==> src/rtl/sata_define.sv <==
// Shared SATA link-layer constants: K28.5 comma, ALIGN primitive and PHY alignment FSM states.
package sata_define;

  localparam logic [7:0]  K28_5   = 8'hBC;
  localparam logic [31:0] P_ALIGN = 32'h7B4A4ABC;

  typedef enum logic [1:0] {
    ST_HUNT  = 2'b00,
    ST_CHECK = 2'b01,
    ST_SYNC  = 2'b10
  } phy_state_e;

  // A lane carries a comma only when it is a clean K28.5.
  function automatic logic [3:0] comma_lanes(input logic [31:0] data,
                                             input logic [3:0]  k,
                                             input logic [3:0]  err);
    logic [3:0] m;
    m = '0;
    for (int i = 0; i < 4; i++) begin
      m[i] = k[i] && !err[i] && (data[8*i +: 8] == K28_5);
    end
    return m;
  endfunction

  function automatic logic [1:0] lowest_lane(input logic [3:0] m);
    logic [1:0] lane;
    if (m[0])      lane = 2'd0;
    else if (m[1]) lane = 2'd1;
    else if (m[2]) lane = 2'd2;
    else           lane = 2'd3;
    return lane;
  endfunction

endpackage

==> src/rtl/rx_byte_rotate.sv <==
// Lane-rotation mux: builds the aligned dword (and its K/codeerr flags) from the
// registered previous word and the current word, starting at lane rot of the previous word.
module rx_byte_rotate (
  input  logic [31:0] cur_data,
  input  logic [3:0]  cur_k,
  input  logic [3:0]  cur_err,
  input  logic [31:0] prev_data,
  input  logic [3:0]  prev_k,
  input  logic [3:0]  prev_err,
  input  logic [1:0]  rot,
  output logic [31:0] rot_data,
  output logic [3:0]  rot_k,
  output logic [3:0]  rot_err
);

  always_comb begin
    rot_data = prev_data;
    rot_k    = prev_k;
    rot_err  = prev_err;
    case (rot)
      2'd1: begin
        rot_data = {cur_data[7:0], prev_data[31:8]};
        rot_k    = {cur_k[0], prev_k[3:1]};
        rot_err  = {cur_err[0], prev_err[3:1]};
      end
      2'd2: begin
        rot_data = {cur_data[15:0], prev_data[31:16]};
        rot_k    = {cur_k[1:0], prev_k[3:2]};
        rot_err  = {cur_err[1:0], prev_err[3:2]};
      end
      2'd3: begin
        rot_data = {cur_data[23:0], prev_data[31:24]};
        rot_k    = {cur_k[2:0], prev_k[3]};
        rot_err  = {cur_err[2:0], prev_err[3]};
      end
      default: ;
    endcase
  end

endmodule

==> src/rtl/rx_phy_align.sv <==
// SATA RX byte aligner: hunts for K28.5, qualifies ALIGN primitives, tracks sync loss.
// Optional statistics counters are built only when SATA_RX_ALIGN_STATS_EN is defined.
module rx_phy_align
  import sata_define::*;
#(
  parameter int C_ALIGN_CNT = 3,
  parameter int C_LOSS_CNT  = 4
) (
  input  logic        clk_75m,
  input  logic        host_rst_n,
  input  logic [31:0] gtx_rxdata,
  input  logic [3:0]  gtx_rxdatak,
  input  logic [3:0]  gtx_rxcodeerr,
  output logic [31:0] phy2cs_data,
  output logic        phy2cs_k,
  output logic        phy_sync,
  output logic [1:0]  phy_rot,
  output logic [15:0] code_err_cnt,
  output logic [7:0]  sync_loss_cnt
);

  localparam logic [7:0] ALIGN_TGT = 8'(C_ALIGN_CNT);
  localparam logic [7:0] LOSS_TGT  = 8'(C_LOSS_CNT);

  phy_state_e  state_q, state_d;
  logic [1:0]  rot_q, rot_d;
  logic [31:0] d1_data_q, d1_data_d;
  logic [3:0]  d1_k_q, d1_k_d;
  logic [3:0]  d1_err_q, d1_err_d;
  logic [7:0]  align_cnt_q, align_cnt_d;
  logic [7:0]  loss_cnt_q, loss_cnt_d;
  logic [31:0] out_data_q, out_data_d;
  logic        out_k_q, out_k_d;
  logic        sync_q, sync_d;

  logic [31:0] al_data;
  logic [3:0]  al_k, al_err;
  logic [3:0]  raw_commas, al_commas;
  logic        al_is_align, al_bad_check, al_bad_sync;

  rx_byte_rotate u_rotate (
    .cur_data  (gtx_rxdata),
    .cur_k     (gtx_rxdatak),
    .cur_err   (gtx_rxcodeerr),
    .prev_data (d1_data_q),
    .prev_k    (d1_k_q),
    .prev_err  (d1_err_q),
    .rot       (rot_q),
    .rot_data  (al_data),
    .rot_k     (al_k),
    .rot_err   (al_err)
  );

  // Aligned lane 0 corresponds to raw lane j, so any comma in aligned lanes 1-3 is misplaced.
  assign raw_commas   = comma_lanes(gtx_rxdata, gtx_rxdatak, gtx_rxcodeerr);
  assign al_commas    = comma_lanes(al_data, al_k, al_err);
  assign al_is_align  = (al_data == P_ALIGN) && al_k[0];
  assign al_bad_check = (|al_err) || (|(al_commas & 4'b1110));
  assign al_bad_sync  = (|al_err) || (|al_k[3:1]);

  always_comb begin
    state_d     = state_q;
    rot_d       = rot_q;
    align_cnt_d = align_cnt_q;
    loss_cnt_d  = '0;
    d1_data_d   = gtx_rxdata;
    d1_k_d      = gtx_rxdatak;
    d1_err_d    = gtx_rxcodeerr;
    case (state_q)
      ST_HUNT: begin
        if (|raw_commas) begin
          rot_d       = lowest_lane(raw_commas);
          align_cnt_d = '0;
          state_d     = ST_CHECK;
        end
      end
      ST_CHECK: begin
        if (al_bad_check) begin
          state_d = ST_HUNT;
        end else if (al_is_align) begin
          align_cnt_d = align_cnt_q + 8'd1;
          if (align_cnt_q + 8'd1 == ALIGN_TGT) state_d = ST_SYNC;
        end
      end
      ST_SYNC: begin
        if (al_bad_sync) begin
          if (loss_cnt_q + 8'd1 == LOSS_TGT) begin
            state_d = ST_HUNT;
          end else begin
            loss_cnt_d = loss_cnt_q + 8'd1;
          end
        end
      end
      default: state_d = ST_HUNT;
    endcase

    // Data passes only while staying in SYNC, so the exit cycle already shows zeros.
    sync_d     = (state_d == ST_SYNC);
    out_data_d = '0;
    out_k_d    = 1'b0;
    if ((state_q == ST_SYNC) && (state_d == ST_SYNC)) begin
      out_data_d = al_data;
      out_k_d    = al_k[0];
    end
  end

  always_ff @(posedge clk_75m or negedge host_rst_n) begin
    if (!host_rst_n) begin
      state_q     <= ST_HUNT;
      rot_q       <= '0;
      d1_data_q   <= '0;
      d1_k_q      <= '0;
      d1_err_q    <= '0;
      align_cnt_q <= '0;
      loss_cnt_q  <= '0;
      out_data_q  <= '0;
      out_k_q     <= 1'b0;
      sync_q      <= 1'b0;
    end else begin
      state_q     <= state_d;
      rot_q       <= rot_d;
      d1_data_q   <= d1_data_d;
      d1_k_q      <= d1_k_d;
      d1_err_q    <= d1_err_d;
      align_cnt_q <= align_cnt_d;
      loss_cnt_q  <= loss_cnt_d;
      out_data_q  <= out_data_d;
      out_k_q     <= out_k_d;
      sync_q      <= sync_d;
    end
  end

  assign phy2cs_data = out_data_q;
  assign phy2cs_k    = out_k_q;
  assign phy_sync    = sync_q;
  assign phy_rot     = rot_q;

`ifdef SATA_RX_ALIGN_STATS_EN
  logic [15:0] code_err_cnt_q, code_err_cnt_d;
  logic [7:0]  sync_loss_cnt_q, sync_loss_cnt_d;
  logic        loss_evt;

  assign loss_evt = (state_q == ST_SYNC) && (state_d == ST_HUNT);

  always_comb begin
    code_err_cnt_d  = code_err_cnt_q;
    sync_loss_cnt_d = sync_loss_cnt_q;
    if ((|gtx_rxcodeerr) && (code_err_cnt_q != '1)) code_err_cnt_d = code_err_cnt_q + 16'd1;
    if (loss_evt && (sync_loss_cnt_q != '1)) sync_loss_cnt_d = sync_loss_cnt_q + 8'd1;
  end

  always_ff @(posedge clk_75m or negedge host_rst_n) begin
    if (!host_rst_n) begin
      code_err_cnt_q  <= '0;
      sync_loss_cnt_q <= '0;
    end else begin
      code_err_cnt_q  <= code_err_cnt_d;
      sync_loss_cnt_q <= sync_loss_cnt_d;
    end
  end

  assign code_err_cnt  = code_err_cnt_q;
  assign sync_loss_cnt = sync_loss_cnt_q;
`else
  assign code_err_cnt  = '0;
  assign sync_loss_cnt = '0;
`endif

endmodule

==> config.mk <==
export PLATFORM = sky130hd
export DESIGN_NAME = rx_phy_align
export DESIGN_NICKNAME = d
export VERILOG_FILES = /design/src/rtl/sata_define.sv /design/src/rtl/rx_byte_rotate.sv /design/src/rtl/rx_phy_align.sv
export SDC_FILE = /design/constraint.sdc
export NUM_CORES = 1
export LEC_CHECK = 0
export ABC_AREA = 1
export CAP_MARGIN = 0
export CORE_MARGIN = 4
export CORE_UTILIZATION = 40
export DETAILED_ROUTE_END_ITERATION = 16
export PLACE_DENSITY = 0.67
export SETUP_SLACK_MARGIN = 0.3
export SYNTH_ARGS = -nofsm -noshare
export SYNTH_HDL_FRONTEND = slang
export SYNTH_HIERARCHICAL = 1
export SYNTH_SLANG_ARGS = --single-unit
==> constraint.sdc <==
create_clock -name clk_75m -period 1.8 [get_ports clk_75m]
set_input_delay 0.36 -clock clk_75m [delete_from_list [all_inputs] [get_ports clk_75m]]
set_output_delay 0.36 -clock clk_75m [all_outputs]
set_load 0.005 [all_outputs]
==> metrics.cfg <==
[outcome]
outcome=finished with violations
violations=negative setup slack

[worst_setup_path]
rr_worst_depth=12
cp-end-kind=flip-flop
crit_top_cell=nand2_1
cp.required_ns=2.10
worstSetupStartpointType=flip-flop
crit_chain=buf_4, bufbuf_16, nand3_1, nand4_1, nor2_2, nand2_1, nor3_2, nand2_2, nor2_4, buf_12, nand3_2, nand2_1
cp_top_family=simple AND/OR/NAND/NOR gates
r2r-end=align_cnt_q[5]
r2r-start=phy_rot[0]
crit_type=flip-flop to flip-flop
cp_max_fo=14
slowest_stage=dfrtp_2
cp_num_buf_inv=3
critical_path_arrival_ns=2.62
max_stage_delay_ns=0.41
rrSetupSlack_ns=-0.52

[synth]
yosys.cell_types.count=25
syn-cell-area_mm2=0.005121
yosysSeqAreaShare=0.4593
ys_seq_elements=94
async_flop_share=1.000
synthFlopType=dfrtp_1
yosysWarningCount=6
synth_cells=661
synth-edff-count=0
avgSynthCellArea_um2=7.748

[drt]
routed_via_density=5.319
wl_per_cell_um=16.58
wl_met2_um=7984
ant_nets=0
drc=0
top_layer_used=met4
route.met3.wl_um=1556
via_count=5542
initialDrtViolationCount=628
routed_wl_um=17280
wl_met1_um=7075
dr.pass1.iters=5

[final_layout]
fin_area_mm2=0.008018
multiInputGateArea_mm2=0.002669
finalNonFillerCells=1042
fin_nets=910
area_growth_pct=56.56
drive_above_1_share=0.3391
final-seq-area_mm2=0.002355
antennaDiodeCount=0
fill_cells=1063

[placed_design]
place_ws_ns=-0.6064
port_buffers=77
dp_cells=978
hpwl_um=11890
dpl_cell_area_mm2=0.006734
finalWeightedCongestion=0.9309

[worst_hold_path]
hold_path_depth=1
min_to=d1_data_q[24]
hp-start=gtx_rxdata[24]
hp-class=input pin to flip-flop

[clock_tree]
tritoncts=done
root_buffer=clkbuf_16
cts_made_buffers=9
clock-sinks=94
clockBufferDepth=2
htreeDepth=3
path_clk_slew_ns=0.07
clk_latency_ns=0.36

[power]
p_per_area_mw_per_mm2=768.7
irDropWorstVdd_v=0.0004381
leakage_uw=0.003980

[global_routing]
grt_pass1_wl_um=26880
grt_pass1_vias=5107
grt_max_degree=47
overflow=0
grtUsageTotal=0.2354
antenna_found_initial=0

[die]
dieArea_mm2=0.01468
dieHeight_um=121.2
fp.coreArea_mm2=0.01257
ios=102
rows=41
die_w_um=121.2
start_util=0.4075

[timing]
tns_ns=-22.00
finClkSkew_ns=0.008530
fin_ws_ns=-0.5233
finalHoldViolations=0
grt_setup_unrepaired=true
period_minus_slack_ns=2.323
report.final.slew_viol_count=0
period_share=1.291
setup_violations=53
max_freq_ghz=0.4304

[run]
cap_violations=0

cell families (layout without fill, tap and decap cells):
logic type               Yosys count  after routing  synth area share
AND/OR/NAND/NOR                  418            418            0.3846
XOR/XNOR                           3              3          0.005132
AO/OA/AOI/OAI                      8              8          0.008793
other                              1             24         0.0007323
adder cells (fa/ha/maj)            3              3          0.007330
buffers and inverters            134            320            0.1341
flip-flops                        94             94            0.4593
timing repair:
item	4_1_cts	5_1_grt
setup endpoints to repair	90	56
resized for setup	116	116
endpoints found under the hold margin	22	0
hold buffers	1	0
pin swaps	21	45
setup buffers	29	9
cloned	6	3
registers in the layout, indices dropped and copies added (netlist names):
signal	cells
phy2cs_k	1
loss_cnt_q	8
align_cnt_q	8
phy_rot	2
d1_k_q	4
phy_sync	1
phy2cs_data	32
d1_err_q	4
state_q	2
d1_data_q	32
worst max-delay path by stage:
stage	startpoint	endpoint	slack (ns)	depth (start not counted)
5_1_grt	phy_rot[1]	align_cnt_q[0]	-0.66	15
4_1_cts	phy_rot[1]	align_cnt_q[7]	-0.48	15
3_3_place_gp	gtx_rxdata[7]	align_cnt_q[0]	-0.59	11
3_5_place_dp	gtx_rxdata[6]	align_cnt_q[6]	-0.61	12
6_report	phy_rot[0]	align_cnt_q[5]	-0.52	12
2_1_floorplan	phy_rot[0]	state_q[1]	0.02	12
area by class of cell:
cell class                 count  share of cell area
tap                          172             0.02684
inverter                      75             0.03636
timing repair buffer         229              0.2745
multi-input combinational    456              0.3329
clock inverter                 4            0.002497
clock buffer                  12             0.03324
sequential                    94              0.2937
worst reg2reg max path, cell delays in order, from the launching register on:
cell and delay [ns]:
dfrtp_2 0.41, buf_4 0.17, bufbuf_16 0.29, nand3_1 0.08, nand4_1 0.20, nor2_2 0.19
nand2_1 0.11, nor3_2 0.15, nand2_2 0.09, nor2_4 0.25, buf_12 0.18, nand3_2 0.07
nand2_1 0.07
layout by cell type, fill, tap and decap left out, types with 3 or more instances in the layout:
cell / n
nand2_1: 96
nand3_1: 134
a21oi_1: 3
dlygate4sd2_1: 57
clkbuf_2: 3
buf_12: 14
dlymetal6s2s_1: 6
inv_1: 60
inv_2: 12
clkbuf_8: 3
buf_16: 3
clkbuf_16: 11
xor2_1: 3
conb_1: 24
buf_4: 121
nor2_2: 24
nor2_1: 28
nand2_2: 12
nand3_2: 25
buf_6: 8
clkdlybuf4s50_1: 8
dfrtp_1: 92
clkinv_2: 4
nor3_1: 4
nand3b_1: 4
nor2_4: 27
nor3_2: 10
ha_1: 3
nand4_1: 48
synthesized netlist by cell type, types with 2 or more instances:
cell | number | area share
nor4_1 | 2 | 0.0024
nand2_1 | 109 | 0.080
dfrtp_1 | 94 | 0.46
buf_2 | 21 | 0.021
nand3_1 | 159 | 0.16
nand3b_1 | 4 | 0.0059
xor2_1 | 3 | 0.0051
nor2_1 | 72 | 0.053
inv_2 | 2 | 0.0015
nor3_1 | 15 | 0.015
buf_4 | 33 | 0.048
nor2_2 | 6 | 0.0073
o21bai_1 | 2 | 0.0029
inv_1 | 73 | 0.054
ha_1 | 3 | 0.0073
buf_6 | 3 | 0.0066
nand4_1 | 48 | 0.059
a21oi_1 | 5 | 0.0049
report_power, final:
part / switching (uW) / total (uW) / internal, uW
clock: 814 / 1850 / 1040
sequential: 46.9 / 2210 / 2160
combinational: 1120 / 2100 / 975
per-layer routing:
layer	vias up	GRT usage
met5	-	0
met4	0	0.1099
met3	49	0.04942
met2	307	0.3491
met1	2636	0.3298
li1	2550	-
metrics by stage:
| step | hold WS [ns] | total power, uW | utilization |
|---|---|---|---|
| floorplan | 0.06441 | 3037 | - |
| global placement | 0.3087 | 3806 | 0.5358 |
| detailed placement | 0.3096 | 3819 | 0.5358 |
| CTS | 0.2901 | 5948 | 0.5973 |
| global route | 0.1488 | 6422 | 0.6379 |
| finish | 0.1473 | 6163 | 0.6379 |
No activity file was read; power rests on OpenSTA's default activity.
==> edit 1 (config.mk and constraints unchanged) <==
Put one more register stage on the output `phy2cs_data`. The value now appears one clock later. The other outputs are not delayed to match.
--- a/src/rtl/rx_phy_align.sv
+++ b/src/rtl/rx_phy_align.sv
@@ -130,7 +130,9 @@
     end
   end
 
-  assign phy2cs_data = out_data_q;
+  always_ff @(posedge clk_75m) begin
+    phy2cs_data <= out_data_q;
+  end
   assign phy2cs_k    = out_k_q;
   assign phy_sync    = sync_q;
   assign phy_rot     = rot_q;
Formal check against the unedited RTL: not equivalent (Yosys sat finds a counterexample within 10 cycles, from zero or initial values and one cycle with host_rst_n low).
==> edit 1 against the original RTL <==
- the flow finishes with violations (negative hold slack, negative setup slack)
- synthesized area increased by 12%
- total power rose by 31%
- first-iteration DRC count down 27%
- synthesized cell count increased by 4.7%
- sequential cell count increased by 32
- worst setup slack got worse by 0.030 ns
- cell area grew 4.7%
- wire length decreased by 3.3%
- sequential power increased by 33%
- critical endpoint is now state_q[1]$_DFF_PN0_
- largest cell class is now registers
- largest power group is now clock
==> edit 1: results (changes against the original RTL) <==
Logic synthesis
The synthesized netlist cell count is 692 (was 661). The adder-cell share of the synthesized area came to 0.6520% (was 0.7330%). The share of the yosys chip area belonging to registers is 51.99% (was 45.93%). The complex-gate fraction of the synthesized area came to 0.9563% (was 0.8796%).

The count of cell types in the netlist is 27 (was 25). The post-synthesis xor/xnor area fraction was 0.4564% (was 0.5131%). Top post-synthesis cells by count: 148 x sky130_fd_sc_hd__nand3_1, 116 x sky130_fd_sc_hd__nand2_1, 94 x sky130_fd_sc_hd__dfrtp_1, 77 x sky130_fd_sc_hd__nor2_1, 65 x sky130_fd_sc_hd__inv_1 (was 159 x sky130_fd_sc_hd__nand3_1, 109 x sky130_fd_sc_hd__nand2_1, 94 x sky130_fd_sc_hd__dfrtp_1, 73 x sky130_fd_sc_hd__inv_1, 72 x sky130_fd_sc_hd__nor2_1).

Placed design
The post-placement cell area is 0.007192 sq mm (was 0.006734 sq mm). The final weighted congestion in routability-driven placement is 0.9370 (was 0.9309). The setup slack at placement is -0.7859 ns (was -0.6064 ns).

The detailed placer's ending HPWL is 11.44 mm (was 11.89 mm). The number of placed instances with taps included is 1002 (was 978).

Layout
The number of standard cells in the final layout excluding fillers is 1065 (was 1042). The number of nets in the final layout was 917 (was 910).

CTS
The number of levels in the clock H-tree came to 4 (was 3). The TritonCTS buffer count was 17 (was 9).

GRT
The pin count of the biggest net entering global routing is 95 (was 47). The global-route wire length before repair is 26.14 mm (was 26.88 mm). The global router's overall resource usage is 20.21% (was 23.54%).

The number of global-route vias before repair is 5300 (was 5107).

Worst setup path
The end of the worst register-to-register path was state_q[1]$_DFF_PN0_ (was align_cnt_q[5]$_DFFE_PN0P_). The arrival time of data at the critical path endpoint is 2.70 ns (was 2.62 ns). The highest cell delay on the worst timing path is 0.52 ns (was 0.41 ns).

Outcome
Failing checks: negative hold slack, negative setup slack (was negative setup slack). Status: finished with violations (unchanged).

Routing
The number of vias per cell is 5.150 (was 5.319). The wire length reported by the detailed router is 16.70 mm (was 17.28 mm). The number of optimization iterations in the first detailed-route pass is 6 (was 5).

STA
The worst hold margin is -0.03297 ns (was 0.1473 ns). The worst-case setup margin in the final layout came to -0.5529 ns (was -0.5233 ns). The worst clock skew on the final layout was 0.007587 ns (was 0.008530 ns). The final count of negative-setup-slack endpoints came to 52 (was 53). The final number of hold-violating endpoints is 37 (was 0).
-- edit 1: worst max-delay path by stage --
| stage | startpoint | endpoint | depth (start not counted) |
|---|---|---|---|
| CTS | phy_rot[1]$_DFFE_PN0P_ | out_data_q[28]$_DFF_PN0_ | 14 |
| detailed placement | gtx_rxdata[1] | align_cnt_q[5]$_DFFE_PN0P_ | 13 |
| global route | phy_rot[1]$_DFFE_PN0P_ | state_q[1]$_DFF_PN0_ | 13 |
| global placement | gtx_rxdata[1] | align_cnt_q[5]$_DFFE_PN0P_ | 13 |
| finish | phy_rot[1]$_DFFE_PN0P_ | state_q[1]$_DFF_PN0_ | 12 |
| floorplan | phy_rot[0]$_DFFE_PN0P_ | align_cnt_q[5]$_DFFE_PN0P_ | 15 |
-- edit 1: area by class of cell --
class,instances,share of cell area (%)
clock buffers,19,5.531
clock inverters,13,1.506
inverters,68,3.071
multi-input cells,463,28.26
flip-flops and latches,126,35.69
well taps,180,2.683
repair buffers,196,23.26
-- edit 1: power by group through the flow --
stage                     Clock [uW]  Sequential [uW]  Combinational [uW]
final                           3350             2930                1770
after global routing            3500             2930                1920
after global placement             0             2980                1480
after floorplan                    0             2960                 763
after detailed placement           0             2980                1500
after CTS                       3410             2930                1670
-- edit 1: timing repair --
item	CTS	global route
buffers inserted	16	8
gates resized for setup	75	60
setup endpoints to repair	90	56
endpoints found under the hold margin	0	0
pin swaps	13	25
gates cloned	3	4
-- edit 1: routing by layer --
| layer | up-vias | GRT usage [%] | routed length (microns) |
|---|---|---|---|
| li1 | 2601 | - | - |
| met3 | 36 | 5.625 | 1309 |
| met4 | 0 | 8.052 | 447 |
| met2 | 282 | 32.62 | 8066 |
| met5 | - | 0 | 0 |
| met1 | 2566 | 25.76 | 6879 |
==> edit 2 (same settings) <==
Without the edit above. Build with the macro `SATA_RX_ALIGN_STATS_EN` defined.
--- a/src/rtl/rx_phy_align.sv
+++ b/src/rtl/rx_phy_align.sv
@@ -1,5 +1,7 @@
 // SATA RX byte aligner: hunts for K28.5, qualifies ALIGN primitives, tracks sync loss.
 // Optional statistics counters are built only when SATA_RX_ALIGN_STATS_EN is defined.
+`define SATA_RX_ALIGN_STATS_EN
+
 module rx_phy_align
   import sata_define::*;
 #(
Formal check against the unedited RTL: not equivalent (a bounded check fails within 4 cycles, from zero or initial values and one cycle with host_rst_n low).
==> edit 2 against the original RTL <==
- wire length increased by 16%
- synthesized area increased by 20%
- utilization increased by 0.98 points
- the flow still finishes with violations (negative setup slack)
- critical path depth increased by 5
- worst setup slack got worse by 0.12 ns
- total power increased by 51%
- sequential cell count increased by 24
- cell area increased by 22%
==> edit 2: results (changes against the original RTL) <==
Outcome
Status: finished with violations (unchanged). Failing checks: negative setup slack (unchanged).

GRT
The pin count of the biggest net entering global routing is 74 (was 47). The global router's overall resource usage was 20.89% (was 23.54%). The number of global-route vias before repair is 5932 (was 5107). The global-route wire length before repair is 29.33 mm (was 26.88 mm).

Worst setup path
The end of the critical path is phy_sync$_DFF_PN0_ (was align_cnt_q[5]$_DFFE_PN0P_). The number of cells on the worst reg-to-reg path is 17 (was 12). The first element of the critical path is phy_rot[1]$_DFFE_PN0P_ (was phy_rot[0]$_DFFE_PN0P_). The peak fanout along the critical path was 6 (was 14).

The highest cell delay on the worst timing path is 0.45 ns (was 0.41 ns).

Logic synthesis
The share of the yosys chip area belonging to registers was 48.02% (was 45.93%). The proportion of netlist area held by the largest area contributor came to 48.02% (was 45.93%). The count of cell types in the netlist is 26 (was 25). Cell types occupying the most area after synthesis: sky130_fd_sc_hd__dfrtp_1 48%, sky130_fd_sc_hd__nand3_1 14%, sky130_fd_sc_hd__nand2_1 8.6% (was sky130_fd_sc_hd__dfrtp_1 46%, sky130_fd_sc_hd__nand3_1 16%, sky130_fd_sc_hd__nand2_1 8.0%).

Placed design
The final weighted congestion in routability-driven placement is 0.9014 (was 0.9309). The post-placement cell area is 0.008280 sq mm (was 0.006734 sq mm). The detailed placer's ending HPWL is 12.90 mm (was 11.89 mm).

CTS
The clock transition at the register clock pins on the worst setup and hold paths after CTS came to 0.05 ns (was 0.07 ns). The latest clock arrival within the worst-skew pair came to 0.42 ns (was 0.36 ns). The number of levels in the clock H-tree came to 4 (was 3). The TritonCTS buffer count came to 17 (was 9).

Layout
The layout filler cell count is 1217 (was 1063). The number of nets in the final layout is 1081 (was 910).

Pwr
The maximum VDD drop was 0.7837 mV (was 0.4381 mV). The leakage power of the design is 0.004921 uW (was 0.003980 uW).

STA
The final count of negative-setup-slack endpoints is 61 (was 53). The worst slew slack as a fraction of its limit is 61.06%. The worst-case setup margin in the final layout was -0.6468 ns (was -0.5233 ns). The worst clock skew on the final layout is 0.01180 ns (was 0.008530 ns).

Routing
The number of vias after detailed routing was 6456 (was 5542). The number of DRC violations after detailed-routing iteration 0 came to 748 (was 628). The number of optimization iterations in the first detailed-route pass was 7 (was 5). The wire length reported by the detailed router is 19.99 mm (was 17.28 mm).
[edit 2: cell count changes after synthesis, moves of 11 or more]
cell	delta
sky130_fd_sc_hd__nand4_1	+11
sky130_fd_sc_hd__dfrtp_1	+24
sky130_fd_sc_hd__o21ai_0	+12
sky130_fd_sc_hd__buf_4	-21
sky130_fd_sc_hd__xor2_1	+14
sky130_fd_sc_hd__nand2_1	+32
[edit 2: cells by family (layout without fill, tap and decap cells)]
family,count (synthesis),in the layout,share of synthesized area (%)
compound gates,18,18,1.587
flops,118,118,48.02
buf+inv,119,394,8.647
simple gates,487,489,37.46
fa+ha+maj,5,5,1.017
xor+xnor,23,23,3.276
[edit 2: per-layer routing]
| metal | global-route usage, % | wire, microns |
|---|---|---|
| met5 | 0 | 0 |
| met2 | 32.64 | 9442 |
| met1 | 27.59 | 8324 |
| met4 | 8.460 | 584 |
| met3 | 5.725 | 1635 |
[edit 2: layout make-up]
class	instances	area [sq um]	share of cell area [%]
timing repair buffer	278	2549	25.98
multi-input combinational	535	3143	32.04
tap	188	235.2	2.398
clock buffer	22	464.2	4.732
sequential	118	2969	30.26
inverter	84	322.8	3.290
clock inverter	10	127.6	1.301
[edit 2: report_power, final]
| group | total [uW] | leakage, uW | internal (uW) | switching, uW |
|---|---|---|---|---|
| clock | 3410 | 0.000293 | 2230 | 1180 |
| sequential | 2990 | 0.00151 | 2810 | 177 |
| combinational | 2930 | 0.00312 | 1400 | 1530 |
[edit 2: metrics by stage]
stage	cells	setup TNS (ns)	hold WS [ns]	worst slack, ns
floorplan	770	-2.285	0.06441	-0.1656
global placement	1153	-32.97	0.4070	-0.7546
detailed placement	1153	-34.92	0.4117	-0.8070
CTS	1196	-27.90	0.3846	-0.5710
global route	1235	-35.03	0.1715	-0.7800
finish	1235	-28.51	0.1783	-0.6468
[edit 2: what timing repair did]
action | in CTS | in global routing
hold buffers | 1 | 0
pin swaps | 19 | 49
gates cloned | 0 | 7
endpoints found under the hold margin | 73 | 0
setup buffers | 10 | 32
resized for setup | 119 | 131
endpoints found under the setup margin | 132 | 91
[edit 2: how the worst min path moves through the flow]
| stage | from | endpoint | slack (ns) | cells after the start |
|---|---|---|---|---|
| floorplan | host_rst_n | align_cnt_q[0]$_DFFE_PN0P_ | 0.06 | 0 |
| global placement | host_rst_n | phy2cs_data[7]$_DFF_PN0_ | 0.41 | 2 |
| detailed placement | host_rst_n | phy2cs_data[7]$_DFF_PN0_ | 0.41 | 2 |
| CTS | gtx_rxdata[7] | d1_data_q[7]$_DFF_PN0_ | 0.38 | 2 |
| global route | gtx_rxdata[13] | d1_data_q[13]$_DFF_PN0_ | 0.17 | 1 |
| finish | gtx_rxdata[13] | d1_data_q[13]$_DFF_PN0_ | 0.18 | 1 |
